**src/rtl/sys_arr_pkg.sv**
```systemverilog
// sys_arr_pkg: shared constants and types for the systolic-array FIFO loader.
//   N              array dimension (FIFOs / rows per tile)
//   DW             row width in bits
//   CW             counter width, sized to hold 0..2N-1
//   loader_state_t loader FSM states
//   cnt_t          row / drain-cycle counter type
package sys_arr_pkg;

    localparam int unsigned N  = 4;
    localparam int unsigned DW = 32;
    localparam int unsigned CW = $clog2(2 * N);

    typedef enum logic [1:0] {
        IDLE,
        LOAD,
        DRAIN
    } loader_state_t;

    typedef logic [CW-1:0] cnt_t;

endpackage

```
**src/rtl/sysarr_skew_gen.sv**
```systemverilog
// sysarr_skew_gen: maps the drain cycle counter to per-FIFO shift strobes.
// Build option: SYSARR_LOADER_SKEW_EN
//   defined   -> diagonal skew, FIFO i shifts on cycles i..i+N-1, drain is 2N-1 cycles
//   undefined -> all FIFOs shift together on cycles 0..N-1, drain is N cycles
// Ports:
//   active_i    high while the loader is in DRAIN
//   cyc_cnt_i   current drain cycle
//   shift_o     N-bit shift strobe vector
//   last_o      high on the final drain cycle
module sysarr_skew_gen
    import sys_arr_pkg::*;
(
    input  logic         active_i,
    input  cnt_t         cyc_cnt_i,
    output logic [N-1:0] shift_o,
    output logic         last_o
);

`ifdef SYSARR_LOADER_SKEW_EN
    localparam int unsigned DRAIN_LEN = 2 * N - 1;
`else
    localparam int unsigned DRAIN_LEN = N;
`endif

    logic [31:0] cyc_w;
    assign cyc_w = 32'(cyc_cnt_i);

    always_comb begin
        shift_o = '0;
        for (int unsigned i = 0; i < N; i++) begin
`ifdef SYSARR_LOADER_SKEW_EN
            shift_o[i] = active_i && (cyc_w >= i) && (cyc_w < i + N);
`else
            shift_o[i] = active_i && (cyc_w < N);
`endif
        end
    end

    assign last_o = active_i && (cyc_cnt_i == cnt_t'(DRAIN_LEN - 1));

endmodule

```
**src/rtl/sysarr_fifo_loader.sv**
```systemverilog
// sysarr_fifo_loader: steers N incoming matrix rows into N per-row FIFOs,
// then drains them with (optionally skewed) shift strobes.
// Build option: SYSARR_LOADER_SKEW_EN (see sysarr_skew_gen).
// Ports:
//   clk             system clock, rising edge
//   nRST            asynchronous active-low reset
//   in_valid        upstream row valid
//   in_ready        loader can accept a row (low only in DRAIN)
//   in_row          row data
//   fifo_load       one-hot load strobe, bit r loads FIFO r
//   fifo_load_vals  row data broadcast to all FIFOs
//   fifo_shift      per-FIFO shift strobe
//   busy            high in LOAD or DRAIN
//   drain_done      one-cycle pulse the cycle after the final shift
module sysarr_fifo_loader
    import sys_arr_pkg::*;
(
    input  logic          clk,
    input  logic          nRST,
    input  logic          in_valid,
    output logic          in_ready,
    input  logic [DW-1:0] in_row,
    output logic [N-1:0]  fifo_load,
    output logic [DW-1:0] fifo_load_vals,
    output logic [N-1:0]  fifo_shift,
    output logic          busy,
    output logic          drain_done
);

    localparam cnt_t LAST_ROW = cnt_t'(N - 1);

    loader_state_t state_q, state_d;
    cnt_t          row_cnt_q, row_cnt_d;
    cnt_t          cyc_cnt_q, cyc_cnt_d;
    logic          drain_done_q, drain_done_d;
    logic          acc;
    logic          drain_last;

    assign acc = in_valid & in_ready;

    sysarr_skew_gen u_skew (
        .active_i  (state_q == DRAIN),
        .cyc_cnt_i (cyc_cnt_q),
        .shift_o   (fifo_shift),
        .last_o    (drain_last)
    );

    // State register
    always_ff @(posedge clk or negedge nRST) begin
        if (!nRST) begin
            state_q <= IDLE;
        end else begin
            state_q <= state_d;
        end
    end

    // Next-state logic
    always_comb begin
        state_d = state_q;
        unique case (state_q)
            IDLE:    if (acc) state_d = (N == 1) ? DRAIN : LOAD;
            LOAD:    if (acc && row_cnt_q == LAST_ROW) state_d = DRAIN;
            DRAIN:   if (drain_last) state_d = IDLE;
            default: state_d = IDLE;
        endcase
    end

    // Outputs
    always_comb begin
        in_ready = (state_q != DRAIN);
        busy     = (state_q != IDLE);
    end

    // Row counter is 0 in IDLE, so the same indexed strobe covers both IDLE and LOAD.
    always_comb begin
        fifo_load = '0;
        for (int unsigned r = 0; r < N; r++) begin
            fifo_load[r] = acc && (row_cnt_q == cnt_t'(r));
        end
    end

    assign fifo_load_vals = in_row;
    assign drain_done     = drain_done_q;

    // Counters and registered completion pulse
    always_comb begin
        row_cnt_d    = row_cnt_q;
        cyc_cnt_d    = cyc_cnt_q;
        drain_done_d = 1'b0;
        unique case (state_q)
            IDLE, LOAD: begin
                if (acc) begin
                    if (row_cnt_q == LAST_ROW) begin
                        row_cnt_d = '0;
                        cyc_cnt_d = '0;
                    end else begin
                        row_cnt_d = row_cnt_q + cnt_t'(1);
                    end
                end
            end
            DRAIN: begin
                if (drain_last) begin
                    cyc_cnt_d    = '0;
                    drain_done_d = 1'b1;
                end else begin
                    cyc_cnt_d = cyc_cnt_q + cnt_t'(1);
                end
            end
            default: begin
                row_cnt_d = '0;
                cyc_cnt_d = '0;
            end
        endcase
    end

    always_ff @(posedge clk or negedge nRST) begin
        if (!nRST) begin
            row_cnt_q    <= '0;
            cyc_cnt_q    <= '0;
            drain_done_q <= 1'b0;
        end else begin
            row_cnt_q    <= row_cnt_d;
            cyc_cnt_q    <= cyc_cnt_d;
            drain_done_q <= drain_done_d;
        end
    end

endmodule

```
**config.mk**
```make
export PLATFORM = sky130hd
export DESIGN_NAME = sysarr_fifo_loader
export DESIGN_NICKNAME = d
export VERILOG_FILES = /design/src/rtl/sys_arr_pkg.sv /design/src/rtl/sysarr_skew_gen.sv /design/src/rtl/sysarr_fifo_loader.sv
export SDC_FILE = /design/constraint.sdc
export NUM_CORES = 1
export LEC_CHECK = 0
export BUFFER_PORTS_ARGS = -buffer_cell sky130_fd_sc_hd__buf_2
export CORE_MARGIN = 4
export CORE_UTILIZATION = 36
export CTS_BUF_LIST = sky130_fd_sc_hd__clkbuf_16
export CTS_CLUSTER_DIAMETER = 50
export DETAILED_ROUTE_END_ITERATION = 16
export GPL_ROUTABILITY_DRIVEN = 1
export PLACE_DENSITY = 0.79
export SLEW_MARGIN = 20
export SYNTH_ARGS = -nofsm -noshare
export SYNTH_HDL_FRONTEND = slang
export SYNTH_HIERARCHICAL = 1
export SYNTH_SLANG_ARGS = --single-unit
```
**constraint.sdc**
```tcl
create_clock -name clk -period 2 [get_ports clk]
set_input_delay 0.3 -clock clk [delete_from_list [all_inputs] [get_ports clk]]
set_output_delay 0.3 -clock clk [all_outputs]
set_load 0.03 [all_outputs]
```
== After elaboration in Yosys (flattened, before gate mapping) ==
Index checks and enable logic that the tools add are counted.

* Register bits after elaboration: 9
* Output and inout bits: 43

* Add/subtract/negate cells: 2
* $lt $le $gt $ge: 1
* Equal/unequal tests: 12
* Mux-type cells: 13
* Bitwise gates (word level): 2
* Reductions and logical operators: 13

{| class="wikitable"
|+ Operator list
! cell !! count
|-
| $mux W3 || 5
|-
| $ne A2 B2 Y1 const B || 6
|-
| $pmux W3 S2 || 2
|-
| $eq A3 B2 Y1 const B || 3
|-
| $add A3 B1 Y3 const B || 2
|-
| $logic_and A1 B1 Y1 || 6
|-
| $mux W2 || 3
|-
| $pmux W2 S3 || 1
|-
| $reduce_and A2 Y1 || 2
|-
| $eq A3 B1 Y1 const B || 1
|-
| $logic_not A3 Y1 || 1
|-
| $lt A3 B3 Y1 const B || 1
|-
| $reduce_and A3 Y1 || 1
|-
| $eq A2 B1 Y1 const B || 1
|-
| $eq A2 B2 Y1 const B || 1
|-
| $logic_not A2 Y1 || 1
|-
| $mux W1 || 2
|-
| $reduce_bool A2 Y1 || 1
|-
| $reduce_or A2 Y1 || 1
|-
| $and A1 B1 Y1 || 1
|-
| $not A1 Y1 || 1
|}

== Depth between registers and ports, before layout ==
Gate-level depths: netlist of run 1.

* Depth in word-level cells: 5
* Depth in mapped cells: 5

== By module ==
The synthesis of run 1 kept the hierarchy.

{| class="wikitable"
|+ Modules (own cells, without submodules)
! module !! times used !! cells each !! area an instance (um^2) !! seq. area each (um^2)
|-
| sysarr_fifo_loader || 1 || 80 || 780.7 || 225.2
|-
| sysarr_skew_gen || 1 || 5 || 41.3 || 0.0
|}

== Worst setup path before layout of run 1 ==
OpenSTA, ideal clock, no wires.

* Kind: flip-flop to output port
* Start point: register state_q[1]
* End point: output fifo_load[0]
* Arrival time: 1599 ps
* Required time: 1700 ps
* Path slack: 101 ps
* Stages on the path, launching flop included: 6
* Cell sequence: dfrtp_1 -> nor2b_4 -> buf_6 -> inv_6 -> nand2_2 -> nor3b_1

* Longest elaborated chain between the ends: 3

{| class="wikitable"
|+ RTL lines
! what !! RTL line !! source
|-
| start: declaration || sysarr_fifo_loader.sv:32 || <nowiki>loader_state_t state_q, state_d;</nowiki>
|-
| start signal: assignment || sysarr_fifo_loader.sv:53 || <nowiki>state_q <= state_d;</nowiki>
|-
| $ne A2 B2 Y1 || sysarr_fifo_loader.sv:70 || <nowiki>in_ready = (state_q != DRAIN);</nowiki>
|-
| net in_ready || sysarr_fifo_loader.sv:21 || <nowiki>output logic in_ready,</nowiki>
|-
| $and A1 B1 Y1 || sysarr_fifo_loader.sv:39 || <nowiki>assign acc = in_valid & in_ready;</nowiki>
|-
| $logic_and A1 B1 Y1 || sysarr_fifo_loader.sv:78 || <nowiki>fifo_load[r] = acc && (row_cnt_q == cnt_t'(r));</nowiki>
|-
| end: declaration || sysarr_fifo_loader.sv:23 || <nowiki>output logic [N-1:0] fifo_load,</nowiki>
|}

The timed path passes the listed nets, and every way through them passes these cells.

== Worst setup path after layout of run 1 ==
* Start point: register state_q[1]
* End point: output fifo_load[2]

* Longest elaborated chain between the ends: 3

{| class="wikitable"
|+ RTL lines
! what !! RTL line
|-
| $ne A2 B2 Y1 || sysarr_fifo_loader.sv:70
|-
| $and A1 B1 Y1 || sysarr_fifo_loader.sv:39
|-
| $logic_and A1 B1 Y1 || sysarr_fifo_loader.sv:78
|}

Every way passes these cells.

==> results.yml, run 1 <==
cts:
  htreeDepth: 1
  holdBufCountCts: 1
  numClockSinks: 9
  cts_setup_buffers: 0
  numCtsBuffers: 3
  post_cts_resized: 0
  path_clk_slew_ns: 0.04
  cts_tree: "done"
  root_buffer: "clkbuf_16"
  cts_buffer_depth: 2
  clock_latency_ns: 0.23
worst_setup_path:
  start_kind: "flip-flop"
  reg2reg_setup_slack_ns: 0.47
  crit_fanout: 8
  path_class: "flip-flop to primary output"
  critPathArrivalTime_ns: 1.42
  max_stage_delay_ns: 0.43
  crit_slowest_cell: "dfrtp_1"
  crit_chain: "nor2b_4 > inv_6 > nand2_2 > nor3b_1 > buf_2"
  critPathRequiredTime_ns: 1.70
  end_kind: "primary output"
yosys:
  yosysUniqueCellTypes: 29
  syn_nets: 125
  synthCells: 85
  ys_warn_count: 6
  synth-seq-cells: 9
  yosys_most_used_dff: "dfrtp_1"
  yosysSeqAreaShare: 0.274
  netlist_area_um2: 822
  async_flop_share: 1.00
  avgSynthCellArea_um2: 9.67
  synth_edf_count: 0
detailed_routing:
  detail_route.wirelength.met1_um: 497
  dr_wl_met2_um: 578
  via_count: 445
  wire_per_inst_um: 13.6
  wl_met3_um: 201
  remaining_drc_errors: 0
  avgViaCountPerCell: 4.68
  ant_nets: 0
  drtPass1Iterations: 3
  highest_layer: "met4"
  dr.first_iter.drc_count: 3
  drt-total-wl_mm: 1.29
min_path:
  hold_class: "input pin to flip-flop"
power:
  swShare: 0.348
  p_clk_frac: 0.374
  comb_power_share: 0.328
  totalPowerFinal_w: 0.000932
  p_leak_nw: 0.389
  power_density_nw_per_um2: 1270
  seqPwrFrac: 0.297
  p_int_w: 0.000608
  p_sw_w: 0.000324
  peakVddDrop_uv: 539
floorplanning:
  dieWidth_um: 55.8
  die-area_um2: 3110
  ioPinCount: 78
  die_height_um: 55.8
  row_count: 17
  initial_utilization: 0.375
  coreArea_um2: 2190
layout:
  insertedDiodeCount: 0
  syn_to_final_growth_pct: -10.4
  fin_nets: 108
  drive_gt1_frac: 0.358
  finalCoreUtilization: 0.336
  fillCellCount: 212
timing:
  skew_ns: 0.00221
  min_period_ns: 1.72
  rsz0062_at_grt: "false"
  tns_ns: 0
  slew_viol_final: 0
  min_period_over_period: 0.860
  slew_headroom: 0.833
  worst_slew_pin_slew_ns: 0.250
  fin_ws_ns: 0.279
  hold_ws_ns: 0.426
  fmax_ghz: 0.581
  setup_viol: 0
  hold_violations: 0
global_route:
  grt-ovfl-total: 0
  grt_max_degree: 10
  antenna_found_initial: 0
  grt_pass1_wl_mm: 1.97
  first_global_vias: 422
  track_usage: 0.0849
outcome:
  status: "finished, final reports clean"
place:
  gp_congestion: 0.742
  hpwlAfterDp_um: 988
  port_buffers: 13
  post-place-ws_ns: 0.462
flow_run:
  maxCapViolations: 0
## cell families (layout without fill, tap and decap cells)
logic type               after synthesis  after routing  share of synthesized area
adder cells (fa/ha/maj)                5              5                     0.0761
flip-flops                             9              9                      0.274
multiplexers                           1              1                     0.0183
XOR/XNOR                               1              1                     0.0107
AO/OA/AOI/OAI                         10             10                     0.0852
AND/OR/NAND/NOR                       19             19                      0.178
buffers and inverters                 40             22                      0.358
## synthesized netlist by cell type, types with 2 or more instances
cell type | n | area [um^2]
o21ai_0 | 2 | 10.0
inv_1 | 3 | 11.3
nor2_1 | 5 | 18.8
nor3b_1 | 2 | 15.0
dfrtp_1 | 9 | 225
ha_1 | 5 | 62.6
buf_4 | 35 | 263
o31ai_1 | 2 | 15.0
a22o_1 | 2 | 17.5
## stage by stage
| step | cells | instance area [um^2] |
|---|---|---|
| 6_report | 95 | 737 |
| 5_1_grt | 95 | 737 |
| 4_1_cts | 95 | 737 |
| 3_5_place_dp | 90 | 648 |
| 3_3_place_gp | 90 | 648 |
| 2_1_floorplan | 85 | 822 |
## cell type report
| class | instances | area [um^2] | area share |
|---|---|---|---|
| clock inverter | 1 | 3.75 | 0.00509 |
| clock buffer | 3 | 75.1 | 0.102 |
| timing repair buffer | 14 | 75.1 | 0.102 |
| tap | 28 | 35.0 | 0.0475 |
| sequential | 9 | 225 | 0.306 |
| inverter | 4 | 20.0 | 0.0272 |
| multi-input combinational | 36 | 303 | 0.411 |
## power groups by stage
stage | registers, W | logic [W] | clock network [W]
final | 0.000277 | 0.000306 | 0.000349
after global routing | 0.000285 | 0.000341 | 0.000367
after CTS | 0.000278 | 0.000312 | 0.000355
after detailed placement | 0.000280 | 0.000308 | 0
after global placement | 0.000277 | 0.000299 | 0
after floorplan | 0.000267 | 0.000365 | 0
## worst paths after layout
path | start | end | cells past startpoint
max in group asynchronous | nRST | state_q[1]$_DFFE_PN0P_ | 2
worst min-delay path | in_valid | row_cnt_q[1]$_DFFE_PN0P_ | 3
min in group asynchronous | nRST | row_cnt_q[0]$_DFFE_PN0P_ | 2
worst max-delay path | state_q[1]$_DFFE_PN0P_ | fifo_load[2] | 5
worst min register to register | cyc_cnt_q[1]$_DFFE_PN0P_ | cyc_cnt_q[1]$_DFFE_PN0P_ | 1
worst max register to register | state_q[1]$_DFFE_PN0P_ | cyc_cnt_q[0]$_DFFE_PN0P_ | 4
## sequential cells by signal, summed over array words and instances, names as in the netlist
register	count
cyc_cnt_q	3
drain_done	1
row_cnt_q	3
state_q	2
## worst max-delay path: cells and delay by family (launching register included)
kind	cells	cell delay, ns
simple gates	3	0.44
buf+inv	2	0.32
flops	1	0.43
## layer usage
layer  vias to the layer above  track usage
met3                         6       0.0696
met5                         -            0
met4                         0       0.0486
met2                        31        0.118
met1                       202       0.0879
li1                        206            -
## cell usage in the layout (no fill, tap or decap)
| cell | n |
|---|---|
| nand2b_1 | 1 |
| nor2_8 | 1 |
| o21a_1 | 1 |
| inv_1 | 4 |
| nor2b_1 | 1 |
| nand2_2 | 1 |
| mux2_4 | 1 |
| ha_1 | 5 |
| o31ai_1 | 2 |
| buf_2 | 13 |
| nor2b_4 | 1 |
| a21o_1 | 1 |
| nor2_1 | 5 |
| a22o_1 | 2 |
| a21oi_1 | 1 |
| and2_1 | 1 |
| nand3b_1 | 1 |
| or2_2 | 1 |
| nor3b_2 | 1 |
| dlygate4sd3_1 | 1 |
| a211oi_1 | 1 |
| dfrtp_1 | 9 |
| inv_6 | 1 |
| o21ai_0 | 2 |
| nor3b_1 | 2 |
| clkbuf_16 | 3 |
| and3b_1 | 1 |
| and4b_1 | 1 |
| and2b_2 | 1 |
| xor2_1 | 1 |
Note: power is estimated with default switching activity, not from simulation.
==> run 2: changes to the inputs <==
--- a/config.mk
+++ b/config.mk
@@ -7,12 +7,12 @@
 export LEC_CHECK = 0
 export BUFFER_PORTS_ARGS = -buffer_cell sky130_fd_sc_hd__buf_2
 export CORE_MARGIN = 4
-export CORE_UTILIZATION = 36
+export CORE_UTILIZATION = 39
 export CTS_BUF_LIST = sky130_fd_sc_hd__clkbuf_16
 export CTS_CLUSTER_DIAMETER = 50
 export DETAILED_ROUTE_END_ITERATION = 16
 export GPL_ROUTABILITY_DRIVEN = 1
-export PLACE_DENSITY = 0.79
+export PLACE_DENSITY = 0.85
 export SLEW_MARGIN = 20
 export SYNTH_ARGS = -nofsm -noshare
 export SYNTH_HDL_FRONTEND = slang
==> constraint.sdc (replaced) <==
create_clock -name clk -period 2.1 [get_ports clk]
set_input_delay 0.315 -clock clk [delete_from_list [all_inputs] [get_ports clk]]
set_output_delay 0.315 -clock clk [all_outputs]
set_load 0.03 [all_outputs]
==> run 2 against run 1 <==
Effect of this change: sequential power shrank 4%; global-route usage increased by 1.6 points; cell area shrank 0.17%; non-clock buffer count is the same; die area shrank 6.6%; largest power group unchanged; sequential cell count unchanged; via count is 0.22% higher; largest cell class unchanged; register-to-register slack improved by 0.08 ns; routed wire length is 5.7% higher; sequential share of layout area up 0.052 points; first-iteration DRC count decreased by 100%; clock power down 5%.
==> results.yml, run 2 (synthesized netlist as in run 1, its figures left out) <==
power:
  peakVddDrop_uv: 370
  p_leak_nw: 0.389
  totalPowerFinal_w: 0.000895
  power_density_nw_per_um2: 1220
global_route:
  track_usage: 0.100
  grt_pass1_wl_mm: 2.06
  grt_max_degree: 10
  first_global_vias: 450
  grt-ovfl-total: 0
  antenna_found_initial: 0
cts:
  cts_buffer_depth: 2
  htreeDepth: 1
  numClockSinks: 9
  path_clk_slew_ns: 0.04
  numCtsBuffers: 3
  clock_latency_ns: 0.23
  cts_tree: "done"
  root_buffer: "clkbuf_16"
  post_cts_resized: 0
flow_run:
  maxCapViolations: 0
detailed_routing:
  drtPass1Iterations: 1
  drt-total-wl_mm: 1.37
  wire_per_inst_um: 14.5
  ant_nets: 0
  dr.first_iter.drc_count: 0
  remaining_drc_errors: 0
  avgViaCountPerCell: 4.74
  via_count: 446
timing:
  hold_violations: 0
  rsz0062_at_grt: "false"
  slew_viol_final: 0
  hold_ws_ns: 0.429
  worst_slew_pin_slew_ns: 0.245
  skew_ns: 0.000732
  tns_ns: 0
  min_period_ns: 1.74
  fmax_ghz: 0.573
  min_period_over_period: 0.831
  slew_headroom: 0.837
  setup_viol: 0
place:
  gp_congestion: 0.826
  placed_area_um2: 647
  port_buffers: 13
  hpwlAfterDp_mm: 1.01
layout:
  finalCoreUtilization: 0.371
  design_area_um2: 736
  fin_nets: 108
  insertedDiodeCount: 0
  layout_commonest_cell: "buf_2"
  top_regs: "cyc_cnt_q (3), row_cnt_q (3), state_q (2)"
  regArea_um2: 225
  fillCellCount: 199
  layout_common_cells: "13 x buf_2, 9 x dfrtp_1, 5 x nor2_1, 5 x ha_1, 4 x inv_1"
  multi_input_area_um2: 303
  syn_to_final_growth_pct: -10.5
  drive_gt1_frac: 0.358
worst_setup_path:
  end_kind: "primary output"
  path_class: "flip-flop to primary output"
  critPathRequiredTime_ns: 1.78
  start_kind: "flip-flop"
  crit_fanout: 8
  critPathArrivalTime_ns: 1.43
floorplanning:
  row_count: 16
  ioPinCount: 78
  dieWidth_um: 53.9
  initial_utilization: 0.415
  die_height_um: 53.9
  coreArea_um2: 1980
  die-area_um2: 2910
outcome:
  status: "finished, final reports clean"
min_path:
  hold_class: "input pin to flip-flop"
## run 2: cell counts in the layout (fill, tap and decap cells not counted)
Identical to the previous run, type by type.
## run 2: layout make-up
type                            count  share of cell area
Multi-Input combinational cell     36               0.412
Sequential cell                     9               0.306
Clock buffer                        3               0.102
Timing Repair Buffer               14               0.102
Tap cell                           27              0.0459
Inverter                            4              0.0272
Clock inverter                      1             0.00510
## run 2: critical path, cell delays in order, from the launching register on
cell and delay, ns:
dfrtp_1 0.44, nor2b_4 0.19, inv_6 0.08, nand2_2 0.07, nor3b_1 0.19, buf_2 0.23
## run 2: worst paths after layout
| kind | from | endpoint | slack, ns | cells after the start |
|---|---|---|---|---|
| max reg2reg | state_q[1]$_DFFE_PN0P_ | cyc_cnt_q[0]$_DFFE_PN0P_ | 0.55 | 4 |
| max in group asynchronous | nRST | cyc_cnt_q[0]$_DFFE_PN0P_ | 1.45 | 2 |
| min | in_valid | row_cnt_q[0]$_DFFE_PN0P_ | 0.43 | 3 |
| min reg2reg | cyc_cnt_q[1]$_DFFE_PN0P_ | cyc_cnt_q[1]$_DFFE_PN0P_ | 0.54 | 1 |
| min in group asynchronous | nRST | row_cnt_q[1]$_DFFE_PN0P_ | 0.47 | 2 |
| max | state_q[1]$_DFFE_PN0P_ | fifo_load[0] | 0.36 | 5 |
## run 2: metrics by stage
stage / setup slack, ns / instances
finish: 0.356 / 94
global route: 0.323 / 94
CTS: 0.356 / 94
detailed placement: 0.552 / 89
global placement: 0.623 / 89
floorplan: 0.186 / 85
## run 2: timing repair
action                                 in CTS  in global routing
buffers inserted                            0                  0
hold buffers                                1                  0
endpoints found under the hold margin       9                  0
## run 2: per-layer routing
layer	vias up	GRT usage	share of wire
met2	28	0.165	0.48
met4	0	0.0596	0.012
met3	6	0.0554	0.14
met5	-	0	0
met1	205	0.0980	0.37
li1	207	-	-
## run 2: power by group
group / total [W] / leakage (nW) / switching, W / internal [W]
Sequential: 0.000265 / 0.118 / 0.0000526 / 0.000213
Clock: 0.000333 / 0.0423 / 0.0000845 / 0.000249
Combinational: 0.000296 / 0.229 / 0.000177 / 0.000119
